### src/rtl/question_period.sv
// Quiz question timer: BCD elapsed-seconds counter with buzzer handoff,
// answer accept/reject handling and timeout, driving four 7-seg digits.
module question_period #(
    parameter int TIME_LIMIT = 30
) (
    input  logic       Clk100M,
    input  logic       Rst,
    input  logic       Clk1Hz,
    input  logic       startSig,
    input  logic       buzzSig,
    input  logic       postSig,
    input  logic       stopCount,
    output logic       answerSig,
    output logic       timeoutSig,
    output logic [7:0] countSeg0,
    output logic [7:0] countSeg1,
    output logic [7:0] countSeg2,
    output logic [7:0] countSeg3
);

    typedef enum logic [2:0] {
        IDLE,
        COUNT,
        WAIT_ANS,
        DONE,
        EXPIRED
    } state_t;

    localparam logic [15:0] LIMIT_BCD = {
        4'(TIME_LIMIT / 1000 % 10),
        4'(TIME_LIMIT / 100 % 10),
        4'(TIME_LIMIT / 10 % 10),
        4'(TIME_LIMIT % 10)
    };

    function automatic logic [15:0] bcd_inc(input logic [15:0] v);
        logic [15:0] r;
        logic        carry;
        r     = v;
        carry = 1'b1;
        for (int i = 0; i < 4; i++) begin
            if (carry) begin
                if (r[i*4 +: 4] == 4'd9) begin
                    r[i*4 +: 4] = 4'd0;
                end else begin
                    r[i*4 +: 4] = r[i*4 +: 4] + 4'd1;
                    carry       = 1'b0;
                end
            end
        end
        return r;
    endfunction

    // Active-low {dp,g,f,e,d,c,b,a}
    function automatic logic [7:0] seg7(input logic [3:0] d);
        logic [7:0] s;
        case (d)
            4'd0:    s = 8'hC0;
            4'd1:    s = 8'hF9;
            4'd2:    s = 8'hA4;
            4'd3:    s = 8'hB0;
            4'd4:    s = 8'h99;
            4'd5:    s = 8'h92;
            4'd6:    s = 8'h82;
            4'd7:    s = 8'hF8;
            4'd8:    s = 8'h80;
            4'd9:    s = 8'h90;
            default: s = 8'hFF;
        endcase
        return s;
    endfunction

    state_t      state, state_n;
    logic [15:0] cnt, cnt_n, cnt_inc;
    logic        ans_n;
    logic        sync1, sync2, sync3;
    logic        buzz_edge;

    assign buzz_edge = sync2 & ~sync3;
    assign cnt_inc   = bcd_inc(cnt);

    always_comb begin
        state_n = state;
        cnt_n   = cnt;
        ans_n   = 1'b0;
        unique case (state)
            IDLE: begin
                cnt_n = '0;
                if (startSig) state_n = COUNT;
            end
            COUNT: begin
                if (startSig) begin
                    cnt_n = '0;
                end else if (Clk1Hz) begin
                    // Tick wins over a coincident buzz; limit check first
                    cnt_n = cnt_inc;
                    if (cnt_inc == LIMIT_BCD) begin
                        state_n = EXPIRED;
                    end else if (buzz_edge) begin
                        state_n = WAIT_ANS;
                        ans_n   = 1'b1;
                    end
                end else if (buzz_edge) begin
                    state_n = WAIT_ANS;
                    ans_n   = 1'b1;
                end
            end
            WAIT_ANS: begin
                if (startSig) begin
                    state_n = COUNT;
                    cnt_n   = '0;
                end else if (stopCount) begin
                    state_n = DONE;
                end else if (postSig) begin
                    state_n = COUNT;
                end
            end
            DONE, EXPIRED: begin
                if (startSig) begin
                    state_n = COUNT;
                    cnt_n   = '0;
                end
            end
            default: begin
                state_n = IDLE;
                cnt_n   = '0;
            end
        endcase
    end

    always_ff @(posedge Clk100M or posedge Rst) begin
        if (Rst) begin
            state      <= IDLE;
            cnt        <= '0;
            answerSig  <= 1'b0;
            timeoutSig <= 1'b0;
            sync1      <= 1'b0;
            sync2      <= 1'b0;
            sync3      <= 1'b0;
            countSeg0  <= 8'hC0;
            countSeg1  <= 8'hC0;
            countSeg2  <= 8'hC0;
            countSeg3  <= 8'hC0;
        end else begin
            state      <= state_n;
            cnt        <= cnt_n;
            answerSig  <= ans_n;
            timeoutSig <= (state_n == EXPIRED);
            sync1      <= buzzSig;
            sync2      <= sync1;
            sync3      <= sync2;
            countSeg0  <= seg7(cnt_n[3:0]);
            countSeg1  <= seg7(cnt_n[7:4]);
            countSeg2  <= seg7(cnt_n[11:8]);
            countSeg3  <= seg7(cnt_n[15:12]);
        end
    end

endmodule

### config.mk
export PLATFORM = sky130hd
export DESIGN_NAME = question_period
export DESIGN_NICKNAME = d
export VERILOG_FILES = /design/src/rtl/question_period.sv
export SDC_FILE = /design/constraint.sdc
export NUM_CORES = 1
export LEC_CHECK = 0
export CELL_PAD_IN_SITES_DETAIL_PLACEMENT = 1
export CELL_PAD_IN_SITES_GLOBAL_PLACEMENT = 1
export CORE_MARGIN = 1.5
export CORE_UTILIZATION = 30
export CTS_BUF_LIST = sky130_fd_sc_hd__clkbuf_8
export DETAILED_ROUTE_END_ITERATION = 12
export PLACE_DENSITY = 0.67
export SYNTH_ARGS = -nofsm -noshare
export SYNTH_HDL_FRONTEND = slang
export SYNTH_SLANG_ARGS = --single-unit
### constraint.sdc
create_clock -name Clk100M -period 2.4 [get_ports Clk100M]
set_clock_uncertainty 0.1 [all_clocks]
set_input_delay 0.72 -clock Clk100M [delete_from_list [all_inputs] [get_ports Clk100M]]
set_output_delay 0.72 -clock Clk100M [all_outputs]
set_load 0.02 [all_outputs]
==> results of run 1 <==
where the power goes:
group	switching, mW	leakage (nW)	total [mW]	internal [mW]
Sequential	0.0168	0.693	0.913	0.897
Combinational	0.184	1.60	0.375	0.190
Clock	0.312	0.0541	0.621	0.309
per-stage QoR:
| step | TNS (ns) | area, um^2 | hold WS (ns) | setup WS, ns | util [%] |
|---|---|---|---|---|---|
| finish | 0 | 4990 | 0.2644 | 0.02578 | 47.90 |
| global route | -0.4975 | 4990 | 0.2697 | -0.07946 | 47.90 |
| CTS | -0.09653 | 4703 | 0.2658 | -0.04290 | 45.15 |
| detailed placement | -20.32 | 4357 | 0.2418 | -0.6872 | 41.83 |
| global placement | -17.45 | 4357 | 0.2349 | -0.5980 | 41.83 |
| floorplan | 0 | 3282 | 0.2312 | 0.02306 | - |
placed cells by master, fill, tap and decap left out, types with 5 or more instances in the layout:
| master | Yosys | routed |
|---|---|---|
| sky130_fd_sc_hd__a21oi_1 | 23 | 19 |
| sky130_fd_sc_hd__a21oi_2 | 4 | 8 |
| sky130_fd_sc_hd__and3_1 | 5 | 5 |
| sky130_fd_sc_hd__buf_4 | 8 | 103 |
| sky130_fd_sc_hd__buf_6 | 1 | 8 |
| sky130_fd_sc_hd__clkbuf_8 | 0 | 5 |
| sky130_fd_sc_hd__clkdlybuf4s50_1 | 0 | 34 |
| sky130_fd_sc_hd__dfrtp_1 | 48 | 45 |
| sky130_fd_sc_hd__ha_1 | 24 | 18 |
| sky130_fd_sc_hd__inv_1 | 25 | 19 |
| sky130_fd_sc_hd__inv_2 | 2 | 8 |
| sky130_fd_sc_hd__nand2_1 | 16 | 14 |
| sky130_fd_sc_hd__nand2b_1 | 5 | 5 |
| sky130_fd_sc_hd__nand4_1 | 5 | 5 |
| sky130_fd_sc_hd__nor2_1 | 21 | 17 |
| sky130_fd_sc_hd__nor3_1 | 12 | 7 |
| sky130_fd_sc_hd__nor3_2 | 1 | 6 |
| sky130_fd_sc_hd__o21ai_1 | 6 | 7 |
kinds of logic (layout without fill, tap and decap cells):
group                      Yosys count  after routing  share of synthesized area, %
AOI/OAI and AO/OA                   91             91                         19.61
xor gates and xnor gates             2              2                        0.5394
adders and majority gates           24             24                         9.245
buffers and inverters               45            183                         6.626
DFF                                 52             52                         40.22
muxes                                8              8                         2.619
other                                1              4                        0.1155
and+or+nand+nor                    105            105                         21.03
cell type report:
cell class | instances | area, um^2 | area share [%]
well taps | 136 | 170.2 | 3.410
multi-input cells | 234 | 2063 | 41.35
clock buffers | 5 | 68.82 | 1.379
clock inverters | 3 | 42.54 | 0.8526
repair buffers | 148 | 1234 | 24.72
inverters | 27 | 101.3 | 2.031
flip-flops and latches | 52 | 1310 | 26.25
synth_stat cells, types with 3 or more instances:
| master | n | area share (%) |
|---|---|---|
| sky130_fd_sc_hd__inv_1 | 25 | 2.9 |
| sky130_fd_sc_hd__a221oi_1 | 3 | 0.81 |
| sky130_fd_sc_hd__mux2i_1 | 4 | 1.2 |
| sky130_fd_sc_hd__nor2_1 | 21 | 2.4 |
| sky130_fd_sc_hd__nor3_1 | 12 | 1.8 |
| sky130_fd_sc_hd__a21oi_2 | 4 | 1.1 |
| sky130_fd_sc_hd__a211oi_1 | 3 | 0.69 |
| sky130_fd_sc_hd__nand4_1 | 5 | 0.96 |
| sky130_fd_sc_hd__ha_1 | 24 | 9.2 |
| sky130_fd_sc_hd__buf_4 | 8 | 1.8 |
| sky130_fd_sc_hd__o21ai_0 | 7 | 1.1 |
| sky130_fd_sc_hd__mux2_2 | 3 | 1.0 |
| sky130_fd_sc_hd__nand2_1 | 16 | 1.8 |
| sky130_fd_sc_hd__nand3_1 | 4 | 0.62 |
| sky130_fd_sc_hd__a31oi_1 | 5 | 0.96 |
| sky130_fd_sc_hd__nor4_1 | 3 | 0.58 |
| sky130_fd_sc_hd__and3_1 | 5 | 0.96 |
| sky130_fd_sc_hd__and3b_1 | 3 | 0.81 |
| sky130_fd_sc_hd__a22oi_1 | 4 | 0.92 |
| sky130_fd_sc_hd__nor2b_1 | 4 | 0.77 |
| sky130_fd_sc_hd__dfrtp_1 | 48 | 37 |
| sky130_fd_sc_hd__dfstp_2 | 4 | 3.2 |
| sky130_fd_sc_hd__nand2b_1 | 5 | 0.96 |
| sky130_fd_sc_hd__a21o_1 | 4 | 0.92 |
| sky130_fd_sc_hd__a21oi_1 | 23 | 3.5 |
| sky130_fd_sc_hd__o22ai_1 | 5 | 0.96 |
| sky130_fd_sc_hd__buf_2 | 7 | 1.1 |
| sky130_fd_sc_hd__o21ai_1 | 6 | 0.92 |
flip-flops by register name, summed over array words and instances (netlist names):
| name | count |
|---|---|
| sync1 | 1 |
| state | 3 |
| countSeg2 | 7 |
| answerSig | 1 |
| sync3 | 1 |
| countSeg1 | 7 |
| countSeg3 | 7 |
| countSeg0 | 7 |
| timeoutSig | 1 |
| sync2 | 1 |
| cnt | 16 |
metal layers:
layer / up-vias / global-route usage, % / wire length (um)
met1: 1590 / 21.54 / 4340
met3: 18 / 2.553 / 311
li1: 1461 / - / -
met2: 56 / 32.67 / 5698
met4: 0 / 6.286 / 209
met5: - / 0 / 0
path summary, 6_finish.rpt:
kind | endpoint | startpoint | slack, ns | depth (start not counted)
min reg2reg | sync2$_DFF_PP0_ | sync1$_DFF_PP0_ | 0.26 | 0
min in group asynchronous | cnt[4]$_DFF_PP0_ | Rst | 0.66 | 3
max | countSeg1[0]$_DFF_PP0_ | cnt[1]$_DFF_PP0_ | 0.03 | 10
max in group asynchronous | countSeg3[6]$_DFF_PP1_ | Rst | 1.25 | 3
max reg2reg | countSeg1[0]$_DFF_PP0_ | cnt[1]$_DFF_PP0_ | 0.03 | 10
min | sync2$_DFF_PP0_ | sync1$_DFF_PP0_ | 0.26 | 0
timing repair:
action | in CTS | in global routing
pin swaps | 4 | 12
buffers inserted | 18 | 8
endpoints found under the setup margin | 33 | 33
gates resized for setup | 27 | 60
cloned | 0 | 0
critical path, stage by stage (launching register included):
cell and delay [ns]:
sky130_fd_sc_hd__dfrtp_1 0.40, sky130_fd_sc_hd__inv_2 0.08, sky130_fd_sc_hd__ha_4 0.16, sky130_fd_sc_hd__and3b_2 0.33, sky130_fd_sc_hd__nand2_1 0.17, sky130_fd_sc_hd__buf_4 0.16, sky130_fd_sc_hd__a32o_1 0.27, sky130_fd_sc_hd__nor2_4 0.17
sky130_fd_sc_hd__inv_2 0.09, sky130_fd_sc_hd__nor3_2 0.24, sky130_fd_sc_hd__nor3_1 0.09
==> flow_metrics.py, run 1 <==
metrics = {
    "clocking": {
        "clock_insertion_delay_worst_skew_ns": 0.32,
        "clock_sink_count": 52,
        "postCtsHoldBufs": 0,
        "ctsHtreeMaxLevel": 2,
        "numCtsBuffers": 5,
        "clk_pin_slew_worst_paths_ns": 0.10,
        "max-clock-path-buffers": 2,
        "root_buffer": "sky130_fd_sc_hd__clkbuf_8",
        "tritoncts": "done",
    },
    "place": {
        "gp_congestion": 0.8581,
        "io_buffers": 36,
        "placedCellCount": 571,
        "dp_wirelength_mm": 7.177,
    },
    "global_routing": {
        "grt_use_total_pct": 18.01,
        "antenna_violations_before_repair": 0,
        "grt_overflow": 0,
        "number_of_global_route_vias_before_repair": 3269,
        "grt_first_pass_wirelength_mm": 16.28,
        "maximum_number_of_pins_on_one_net_before_global_route_repair": 53,
    },
    "sta": {
        "rsz0062_at_grt": "true",
        "final_max_slew_viol_count": 0,
        "finalWorstPathRequiredPeriod_ns": 2.374,
        "final-setup-viol-count": 0,
        "max_clock_freq_mhz": 421.2,
        "layout_worst_path_cycle_share_pct": 98.93,
        "report.final.hold_viol_count": 0,
    },
    "route": {
        "detail_route.iter0.violations": 101,
        "drt_first_pass_iters": 4,
        "wl_per_cell_um": 17.45,
        "routed_via_density": 5.165,
        "routed_via_count": 3125,
        "drt-total-wl_mm": 10.56,
        "post-route-drc-count": 0,
        "final_antenna_net_count": 0,
    },
    "critical_path": {
        "arrival_time_worst_endpoint_ns": 2.48,
        "worstPathMaxFanout": 6,
        "critPathCaptureType": "register",
        "worst-endpoint-required_ns": 2.51,
        "worst_setup_path_class": "reg -> reg",
        "worst_setup_path_start_kind": "register",
    },
    "pwr": {
        "p_leak_nw": 2.348,
        "power_density_nw_per_um2": 382.6,
        "vdd_ir_max_mv": 0.2114,
        "power.total_mw": 1.909,
    },
    "floorplan": {
        "fp.dieArea_um2": 11460,
        "die_height_um": 107.1,
        "initial_util_pct": 31.18,
        "design.portCount": 41,
        "core_area_um2": 10420,
        "placement_rows": 37,
        "chipWidth_um": 107.1,
    },
    "min_path": {
        "path_type_of_the_worst_min_delay_path": "reg -> reg",
    },
    "job": {
        "cap_viol_max_count": 0,
    },
    "synthesis": {
        "synth.yosys.warnings": 0,
        "synthFlopType": "sky130_fd_sc_hd__dfrtp_1",
        "syn-mean-instance-area_um2": 9.903,
        "async_flop_share_pct": 100.0,
        "netlist-cell-type-count": 76,
        "yosys_register_bits": 52,
        "synth_edf_count": 0,
        "syn_inst": 328,
        "seq_area_frac_synth_pct": 40.22,
        "syn_area_um2": 3248,
    },
    "final_layout": {
        "antenna-diode-count": 0,
        "final_stage_net_count": 499,
        "post_layout_nonfiller_instances": 605,
        "nFillCells": 1179,
        "layout-drive-gt1-share_pct": 44.99,
        "area_growth_pct": 53.62,
    },
    "outcome": {
        "run_status": "finished clean",
    },
}
Note: power is estimated with default switching activity, not from simulation.
==> run 2: changes to the inputs <==
--- a/config.mk
+++ b/config.mk
@@ -12,6 +12,7 @@
 export CTS_BUF_LIST = sky130_fd_sc_hd__clkbuf_8
 export DETAILED_ROUTE_END_ITERATION = 12
 export PLACE_DENSITY = 0.67
+export SLEW_MARGIN = 20
 export SYNTH_ARGS = -nofsm -noshare
 export SYNTH_HDL_FRONTEND = slang
 export SYNTH_SLANG_ARGS = --single-unit
==> results of run 2 <==
Final layout, timing and power as in run 1 (identical DEF).
